`src/rtl/key_loader_pkg.sv`:
```
// key_loader shared constants: default key width, failure limit, FSM encoding.
package key_loader_pkg;

   localparam int KEY_SIZE_DEF  = 4;
   localparam int MAX_FAILS_DEF = 3;

   typedef logic [1:0] state_t;

   localparam state_t ST_IDLE  = 2'd0;
   localparam state_t ST_SHIFT = 2'd1;
   localparam state_t ST_CHECK = 2'd2;
   localparam state_t ST_LOCK  = 2'd3;

endpackage

```
`src/rtl/key_shift_par.sv`:
```
// MSB-first key shift register with a running XOR of every bit shifted in.
module key_shift_par #(
   parameter int W = 4
) (
   input  logic         clk,
   input  logic         rst_n,
   input  logic         clr_i,
   input  logic         shift_i,
   input  logic         d_i,
   output logic [W-1:0] q_o,
   output logic         par_o
);

   logic [W-1:0] q_q;
   logic         par_q;

   always_ff @(posedge clk) begin
      if (!rst_n || clr_i) begin
         q_q   <= '0;
         par_q <= 1'b0;
      end else if (shift_i) begin
         q_q   <= {q_q[W-2:0], d_i};
         par_q <= par_q ^ d_i;
      end
   end

   assign q_o   = q_q;
   assign par_o = par_q;

endmodule

```
`src/rtl/key_loader.sv`:
```
// Serial key loader with even-parity check and held key output.
// Define KEY_LOADER_LOCKOUT_EN to lock out after MAX_FAILS consecutive bad frames.
module key_loader
   import key_loader_pkg::*;
#(
   parameter int KEY_SIZE  = KEY_SIZE_DEF,
   parameter int MAX_FAILS = MAX_FAILS_DEF
) (
   input  logic                clk,
   input  logic                rst_n,
   input  logic                ser_start,
   input  logic                ser_valid,
   input  logic                ser_data,
   output logic [KEY_SIZE-1:0] key,
   output logic                key_valid,
   output logic                key_update,
   output logic                busy,
   output logic                error,
   output logic                locked_out
);

   localparam int CW = $clog2(KEY_SIZE + 1);
   localparam logic [CW-1:0] CNT_MAX = CW'(KEY_SIZE);

   if (KEY_SIZE < 2) begin : g_bad_ks
      $error("key_loader: KEY_SIZE must be >= 2");
   end
   if (MAX_FAILS < 1) begin : g_bad_mf
      $error("key_loader: MAX_FAILS must be >= 1");
   end

   state_t              state_q, state_d;
   logic [CW-1:0]       cnt_q, cnt_d;
   logic [KEY_SIZE-1:0] key_q, key_d;
   logic                kv_q, kv_d;
   logic                upd_q, upd_d;
   logic                err_q, err_d;
   logic                pb_q, pb_d;
   logic [KEY_SIZE-1:0] sh;
   logic                par, clr, shift, pass, start;

`ifdef KEY_LOADER_LOCKOUT_EN
   localparam int FW = $clog2(MAX_FAILS + 1);
   localparam logic [FW-1:0] FMAX = FW'(MAX_FAILS);
   logic [FW-1:0] fails_q, fails_d;
`endif

   key_shift_par #(.W(KEY_SIZE)) u_shift (
      .clk     (clk),
      .rst_n   (rst_n),
      .clr_i   (clr),
      .shift_i (shift),
      .d_i     (ser_data),
      .q_o     (sh),
      .par_o   (par)
   );

   assign start = ser_start && (state_q != ST_LOCK);
   assign pass  = ~(par ^ pb_q);

   always_comb begin
      state_d = state_q;
      cnt_d   = cnt_q;
      key_d   = key_q;
      kv_d    = kv_q;
      upd_d   = 1'b0;
      err_d   = err_q;
      pb_d    = pb_q;
      clr     = 1'b0;
      shift   = 1'b0;
`ifdef KEY_LOADER_LOCKOUT_EN
      fails_d = fails_q;
`endif
      // A start strobe aborts whatever frame is in flight.
      if (start) begin
         state_d = ST_SHIFT;
         clr     = 1'b1;
         cnt_d   = '0;
         err_d   = 1'b0;
      end else begin
         case (state_q)
            ST_SHIFT: begin
               if (ser_valid) begin
                  if (cnt_q != CNT_MAX) begin
                     shift = 1'b1;
                     cnt_d = cnt_q + CW'(1);
                  end else begin
                     pb_d    = ser_data;
                     state_d = ST_CHECK;
                  end
               end
            end
            ST_CHECK: begin
               state_d = ST_IDLE;
               if (pass) begin
                  key_d = sh;
                  kv_d  = 1'b1;
                  upd_d = 1'b1;
`ifdef KEY_LOADER_LOCKOUT_EN
                  fails_d = '0;
`endif
               end else begin
                  err_d = 1'b1;
`ifdef KEY_LOADER_LOCKOUT_EN
                  fails_d = (fails_q == FMAX) ? fails_q : fails_q + FW'(1);
                  if (fails_d == FMAX) state_d = ST_LOCK;
`endif
               end
            end
            default: ;
         endcase
      end
   end

   always_ff @(posedge clk) begin
      if (!rst_n) begin
         state_q <= ST_IDLE;
         cnt_q   <= '0;
         key_q   <= '0;
         kv_q    <= 1'b0;
         upd_q   <= 1'b0;
         err_q   <= 1'b0;
         pb_q    <= 1'b0;
      end else begin
         state_q <= state_d;
         cnt_q   <= cnt_d;
         key_q   <= key_d;
         kv_q    <= kv_d;
         upd_q   <= upd_d;
         err_q   <= err_d;
         pb_q    <= pb_d;
      end
   end

`ifdef KEY_LOADER_LOCKOUT_EN
   always_ff @(posedge clk) begin
      if (!rst_n) fails_q <= '0;
      else        fails_q <= fails_d;
   end
   assign locked_out = (state_q == ST_LOCK);
`else
   assign locked_out = 1'b0;
`endif

   assign key        = key_q;
   assign key_valid  = kv_q;
   assign key_update = upd_q;
   assign error      = err_q;
   assign busy       = (state_q == ST_SHIFT) || (state_q == ST_CHECK);

endmodule

```
`config.mk`:
```
export PLATFORM = sky130hd
export DESIGN_NAME = key_loader
export DESIGN_NICKNAME = d
export VERILOG_FILES = /design/src/rtl/key_loader_pkg.sv /design/src/rtl/key_shift_par.sv /design/src/rtl/key_loader.sv
export SDC_FILE = /design/constraint.sdc
export NUM_CORES = 1
export LEC_CHECK = 0
export BUFFER_PORTS_ARGS = -buffer_cell sky130_fd_sc_hd__buf_4
export CORE_MARGIN = 2
export CORE_UTILIZATION = 52
export CTS_CLUSTER_DIAMETER = 120
export DETAILED_ROUTE_END_ITERATION = 10
export GPL_TIMING_DRIVEN = 0
export PLACE_DENSITY = 0.75
export SLEW_MARGIN = 20
export SYNTH_ARGS = -nofsm -noshare
export SYNTH_HDL_FRONTEND = slang
export SYNTH_SLANG_ARGS = --single-unit
```
`constraint.sdc`:
```
create_clock -name clk -period 2.1 [get_ports clk]
set_clock_uncertainty 0.2 [all_clocks]
set_input_delay 0.21 -clock clk [delete_from_list [all_inputs] [get_ports clk]]
set_output_delay 0.21 -clock clk [all_outputs]
set_load 0.02 [all_outputs]
```
==> qor.csv, run 1 <==
stage;metric;value;unit
yosys;synth_cell_types;26;
grt;grt_max_degree;11;
setup_path;arrival;1.70;ns
grt;gr-total-overflow;0;
sta;drv_slew;0;
route;drc;0;
sta;tns;0;ns
clock_tree;insertion_delay;0.29;ns
sta;post-route-period-util;0.796;
final_layout;drive_gt1_frac;0.178;
setup_path;cp-start-kind;register;
clock_tree;cts-root-buf;clkbuf_4;
clock_tree;clockBufferDepth;2;
route;vias_per_cell;5.25;
final_layout;area_growth;16.6;%
final_layout;layout_common_cells;18 x dfxtp_1, 13 x nand2_1, 12 x buf_4;
grt;grt_pass1_vias;575;
sta;period_minus_slack;1.67;ns
run_status;status;completed;
sta;fmax;0.598;GHz
grt;gr-usage-all-layers;0.180;
flow_run;drv_cap;0;
clock_tree;htreeDepth;1;
yosys;ys_ff_latch;18;
grt;grt_antenna_before_repair;0;
clock_tree;cts_tree;built;
sta;hold_viol_final;0;
route;wl_per_cell;11.2;microns
sta;setup_viol;0;
route;drtPass1Iterations;3;
final_layout;final_common_cell;dfxtp_1;
floorplanning;die_w;43.6;microns
grt;grt_first_pass_wirelength;2480;microns
yosys;postSynthAreaPerCell;8.85;sq um
final_layout;fin_nets;119;
floorplanning;io_pins;14;
route;drt_iter0_markers;1;
floorplanning;rows;14;
setup_path;cp-end-kind;register;
final_layout;fin_util;0.638;
floorplanning;placeableCoreArea;0.00149;sq mm
sta;timing.hold.ws;0.0573;ns
yosys;synth_largest_area_cell;dfxtp_1;
clock_tree;clk_pin_slew;0.10;ns
setup_path;worstSetupPathType;register to register;
setup_path;cp_max_fo;6;
pwr;vdd_ir_drop_max;0.000431;V
route;postRouteAntennaNets;0;
yosys;ys_seq_area_frac;0.442;
yosys;yosysWarnings;0;
floorplanning;initial_utilization;0.547;
placed_design;port_buffers;11;
yosys;synth_nets;102;
placed_design;gp_routability_congestion;0.781;
setup_path;required;2.13;ns
grt;busiest_layer;met2;
placed_design;hpwl;1040;microns
yosys;synth_area;815;sq um
worst_hold_path;min_path_type;input port to register;
grt;grt_use_met2;0.262;
yosys;synth_top_area_frac;0.442;
sta;rsz0062_at_grt;no;
floorplanning;die_h;43.6;microns
route;vias;646;
final_layout;antennaDiodeCount;0;
yosys;synthCells;92;
clock_tree;cts_made_buffers;3;
pwr;p_leak;0.384;nW
yosys;ys_top_cells_by_area;dfxtp_1 44%, ha_1 7.7%, mux2i_1 7.4%;
pwr;finalPower;0.000558;W
grt;grtUsageMet1;0.238;
pwr;powerDensity;588;mW/mm^2
route;totalWireLength;1370;microns
floorplanning;die-area;0.00190;sq mm
grt;grt_util_met3;0.0500;
clock_tree;clock_sinks;18;
-- cell type report --
type | instances | area (sq um)
Buffer | 4 | 21.3
Clock buffer | 3 | 22.5
Fill cell | 140 | 539
Inverter | 7 | 26.3
Multi-Input combinational cell | 63 | 407
Sequential cell | 18 | 360
Tap cell | 16 | 20.0
Timing Repair Buffer | 12 | 92.6
-- synthesized netlist by cell type, drive strengths merged --
cell	number
a21boi	1
a21oi	8
a221oi	1
and2	3
buf	3
clkbuf	1
conb	1
dfxtp	18
ha	5
inv	7
mux2i	6
nand2	14
nand2b	1
nand3	8
nand3b	1
nand4	1
nor2	1
nor3b	1
o211ai	1
o21a	1
o21ai	6
o31ai	1
or3	1
xor2	1
-- worst max-delay path, cell delays in order (launching register included) --
cell	delay [ns]
dfxtp_1	0.41
ha_1	0.16
nand2b_1	0.21
nor3b_4	0.40
mux2i_1	0.23
-- per-layer routing --
layer | vias to the layer above | part of all wire
met5 | - | 0
met4 | 0 | 0.031
met3 | 5 | 0.041
met2 | 11 | 0.44
met1 | 288 | 0.48
li1 | 342 | -
-- sequential cells by signal (all words and copies together), names as in the netlist --
signal,count
key,4
u_shift.q_o,4
cnt_q,3
state_q,2
error,1
key_update,1
key_valid,1
pb_q,1
u_shift.par_o,1
-- report_power, final --
part | internal (W) | leakage (nW) | total, W | switching (W)
sequential | 0.000344 | 0.145 | 0.000346 | 0.00000262
clock | 0.0000668 | 0.0138 | 0.000169 | 0.000102
combinational | 0.0000175 | 0.225 | 0.0000428 | 0.0000254
total | 0.000428 | 0.384 | 0.000558 | 0.000130
-- logic make-up after synthesis --
kind of cell / after synthesis / synth area share
mux: 6 / 0.0737
xor+xnor: 1 / 0.0108
other cells: 1 / 0.00460
fa+ha+maj: 5 / 0.0768
simple gates: 31 / 0.200
compound gates: 19 / 0.134
buf+inv: 11 / 0.0584
flops: 18 / 0.442
-- worst paths after layout --
| path | from | slack, ns | cells after the start | to |
|---|---|---|---|---|
| setup / recovery | state_q[0] | 0.43 | 4 | key[0] |
| hold / removal | rst_n | 0.06 | 3 | pb_q |
| setup reg to reg | state_q[0] | 0.43 | 4 | key[0] |
| hold reg to reg | key[3] | 0.26 | 2 | key[3] |
-- through the flow --
stage / area (sq um) / cells / setup slack [ns]
3_3_place_gp: 917 / 119 / 0.490
5_1_grt: 950 / 123 / 0.260
3_5_place_dp: 917 / 119 / 0.446
2_1_floorplan: 815 / 92 / 0.634
4_1_cts: 950 / 123 / 0.417
6_report: 950 / 123 / 0.429
-- what timing repair did --
item | in CTS | in global routing
hold buffers | 1 | 0
resized for setup | 0 | 0
buffers inserted | 0 | 0
hold endpoints to repair | 1 | 0
Power figures use the tool's default switching activity.
==> inputs of run 2 (changes only) <==
clock period = 1.7 ns   (was 2.1 ns; I/O delays follow)
==> run 2 against run 1 <==
Non-clock buffer count grew 1. Cell count grew 0.81%. Critical endpoint is now busy. Global-route usage is the same. Critical path depth is the same. Register-to-register slack lost 0.30 ns. The flow now finishes with violations (negative hold slack). Total power grew 25%. Die area is the same. Utilization grew 0.67 points. Critical path type is now register to output pin. Sequential share of layout area shrank 0.40 points.
==> qor.csv, run 2 (synthesis results as in run 1) <==
stage;metric;value;unit;change
setup_path;arrival;1.24;ns;-0.46 ns
grt;grt_antenna_before_repair;0;;unchanged
clock_tree;cts_tree;built;;
placed_design;gp_routability_congestion;0.781;;unchanged
route;drc;0;;unchanged
sta;period_minus_slack;1.61;ns;
setup_path;r2r_start;state_q[1];;
grt;gr-usage-all-layers;0.180;;unchanged
clock_tree;clk_pin_slew;0.10;ns;about the same
setup_path;cp-end-kind;output pin;;
pwr;vdd_ir_drop_max;0.000534;V;+24%
final_layout;antennaDiodeCount;0;;unchanged
floorplanning;die-area;0.00190;sq mm;unchanged
setup_path;required;1.33;ns;-0.80 ns
route;totalWireLength;1400;microns;+1.6%
clock_tree;cts-root-buf;clkbuf_4;;
final_layout;final_common_cell;dfxtp_1;;
grt;grt_max_degree;11;;unchanged
floorplanning;initial_utilization;0.547;;unchanged
sta;tns;0;ns;unchanged
route;drt_iter0_markers;0;;-1
worst_hold_path;holdCritStartpoint;ser_start;;
pwr;p_leak;0.389;nW;+1.4%
sta;setup_viol;0;;unchanged
clock_tree;clock_sinks;18;;unchanged
final_layout;layout_common_cells;18 x dfxtp_1, 13 x nand2_1, 13 x buf_4;;
setup_path;cp-start-kind;register;;
sta;rsz0062_at_grt;no;;
sta;post-route-period-util;0.947;;
floorplanning;placeableCoreArea;0.00149;sq mm;unchanged
flow_run;drv_cap;0;;unchanged
clock_tree;clockBufferDepth;2;;unchanged
final_layout;drive_gt1_frac;0.194;;+0.0169
route;vias_per_cell;5.27;;+0.27%
grt;grtUsageMet1;0.238;;unchanged
pwr;powerDensity;725;mW/mm^2;+23%
worst_hold_path;whs_path_depth;3;;unchanged
clock_tree;insertion_delay;0.30;ns;about the same
floorplanning;rows;14;;unchanged
grt;busiest_layer;met2;;
setup_path;rr_endpoint;u_shift.par_o;;
setup_path;reg2regPathDepth;6;;+2
pwr;finalPower;0.000696;W;+25%
setup_path;reg2reg_slack;0.13;ns;-0.30 ns
route;postRouteAntennaNets;0;;unchanged
floorplanning;io_pins;14;;unchanged
sta;fmax;0.621;GHz;
setup_path;startpoint;state_q[0];;
grt;grt_first_pass_wirelength;2480;microns;unchanged
clock_tree;cts_made_buffers;3;;unchanged
sta;hold_viol_final;1;;+1
route;wl_per_cell;11.3;microns;+0.78%
final_layout;fin_nets;120;;+0.84%
setup_path;cp_max_fo;4;;-2
setup_path;worstSetupPathType;register to output pin;;
grt;grt_pass1_vias;575;;unchanged
clock_tree;htreeDepth;1;;unchanged
grt;grt_use_met2;0.262;;unchanged
placed_design;hpwl;1040;microns;unchanged
floorplanning;die_h;43.6;microns;unchanged
run_status;violations;negative hold slack;;
worst_hold_path;min_path_type;input port to register;;
final_layout;area_growth;17.8;%;
route;vias;653;;+1.1%
worst_hold_path;hold_path_end;state_q[0];;
run_status;status;complete, but fails checks;;
route;drtPass1Iterations;1;;-2
floorplanning;die_w;43.6;microns;unchanged
sta;timing.hold.ws;-0.000574;ns;-0.0579 ns
grt;gr-total-overflow;0;;unchanged
grt;grt_util_met3;0.0500;;unchanged
placed_design;port_buffers;11;;unchanged
sta;drv_slew;0;;unchanged
run 2: critical path, stage by stage (launching register included):
cell	delay, ns
dfxtp_1	0.41
inv_1	0.06
ha_1	0.28
inv_1	0.05
buf_4	0.13
run 2: power by group:
part	total, W	switching, W	internal (W)
clock network	0.000214	0.000132	0.0000827
registers	0.000428	0.00000338	0.000425
logic	0.0000536	0.0000317	0.0000219
total	0.000696	0.000167	0.000529
run 2: routing by layer:
layer | vias to the layer above | wire length, microns
met5 | - | 0
met4 | 0 | 40
met3 | 5 | 58
met2 | 11 | 606
met1 | 291 | 691
li1 | 346 | -
run 2: layout make-up:
| class | count | area, sq um |
|---|---|---|
| Multi-Input combinational cell | 63 | 409 |
| Inverter | 7 | 26.3 |
| Buffer | 4 | 21.3 |
| Clock buffer | 3 | 22.5 |
| Fill cell | 137 | 529 |
| Sequential cell | 18 | 360 |
| Tap cell | 16 | 20.0 |
| Timing Repair Buffer | 13 | 100 |
run 2: what timing repair did:
action	4_1_cts	5_1_grt
resized for setup	0	1
hold buffers	1	0
setup buffers	0	1
hold endpoints to repair	1	0
setup endpoints to repair	0	7
run 2: through the flow:
step | instances | hold WS [ns] | instance area (sq um) | setup slack [ns] | utilization
floorplan | 92 | 0.109 | 815 | 0.234 | -
global placement | 119 | 0.237 | 917 | 0.0899 | 0.616
detailed placement | 119 | 0.244 | 917 | 0.0461 | 0.616
CTS | 123 | 0.0138 | 950 | 0.0168 | 0.638
global route | 124 | 0.0256 | 960 | 0.0268 | 0.645
finish | 124 | -0.000574 | 960 | 0.0908 | 0.645
run 2: worst max path at each step:
stage               endpoint  slack [ns]  cells past startpoint
finish                  busy        0.09                      4
CTS                   key[2]        0.02                      4
detailed placement    key[0]        0.05                      4
global route            busy        0.03                      4
floorplan             key[0]        0.23                      4
global placement      key[2]        0.09                      4
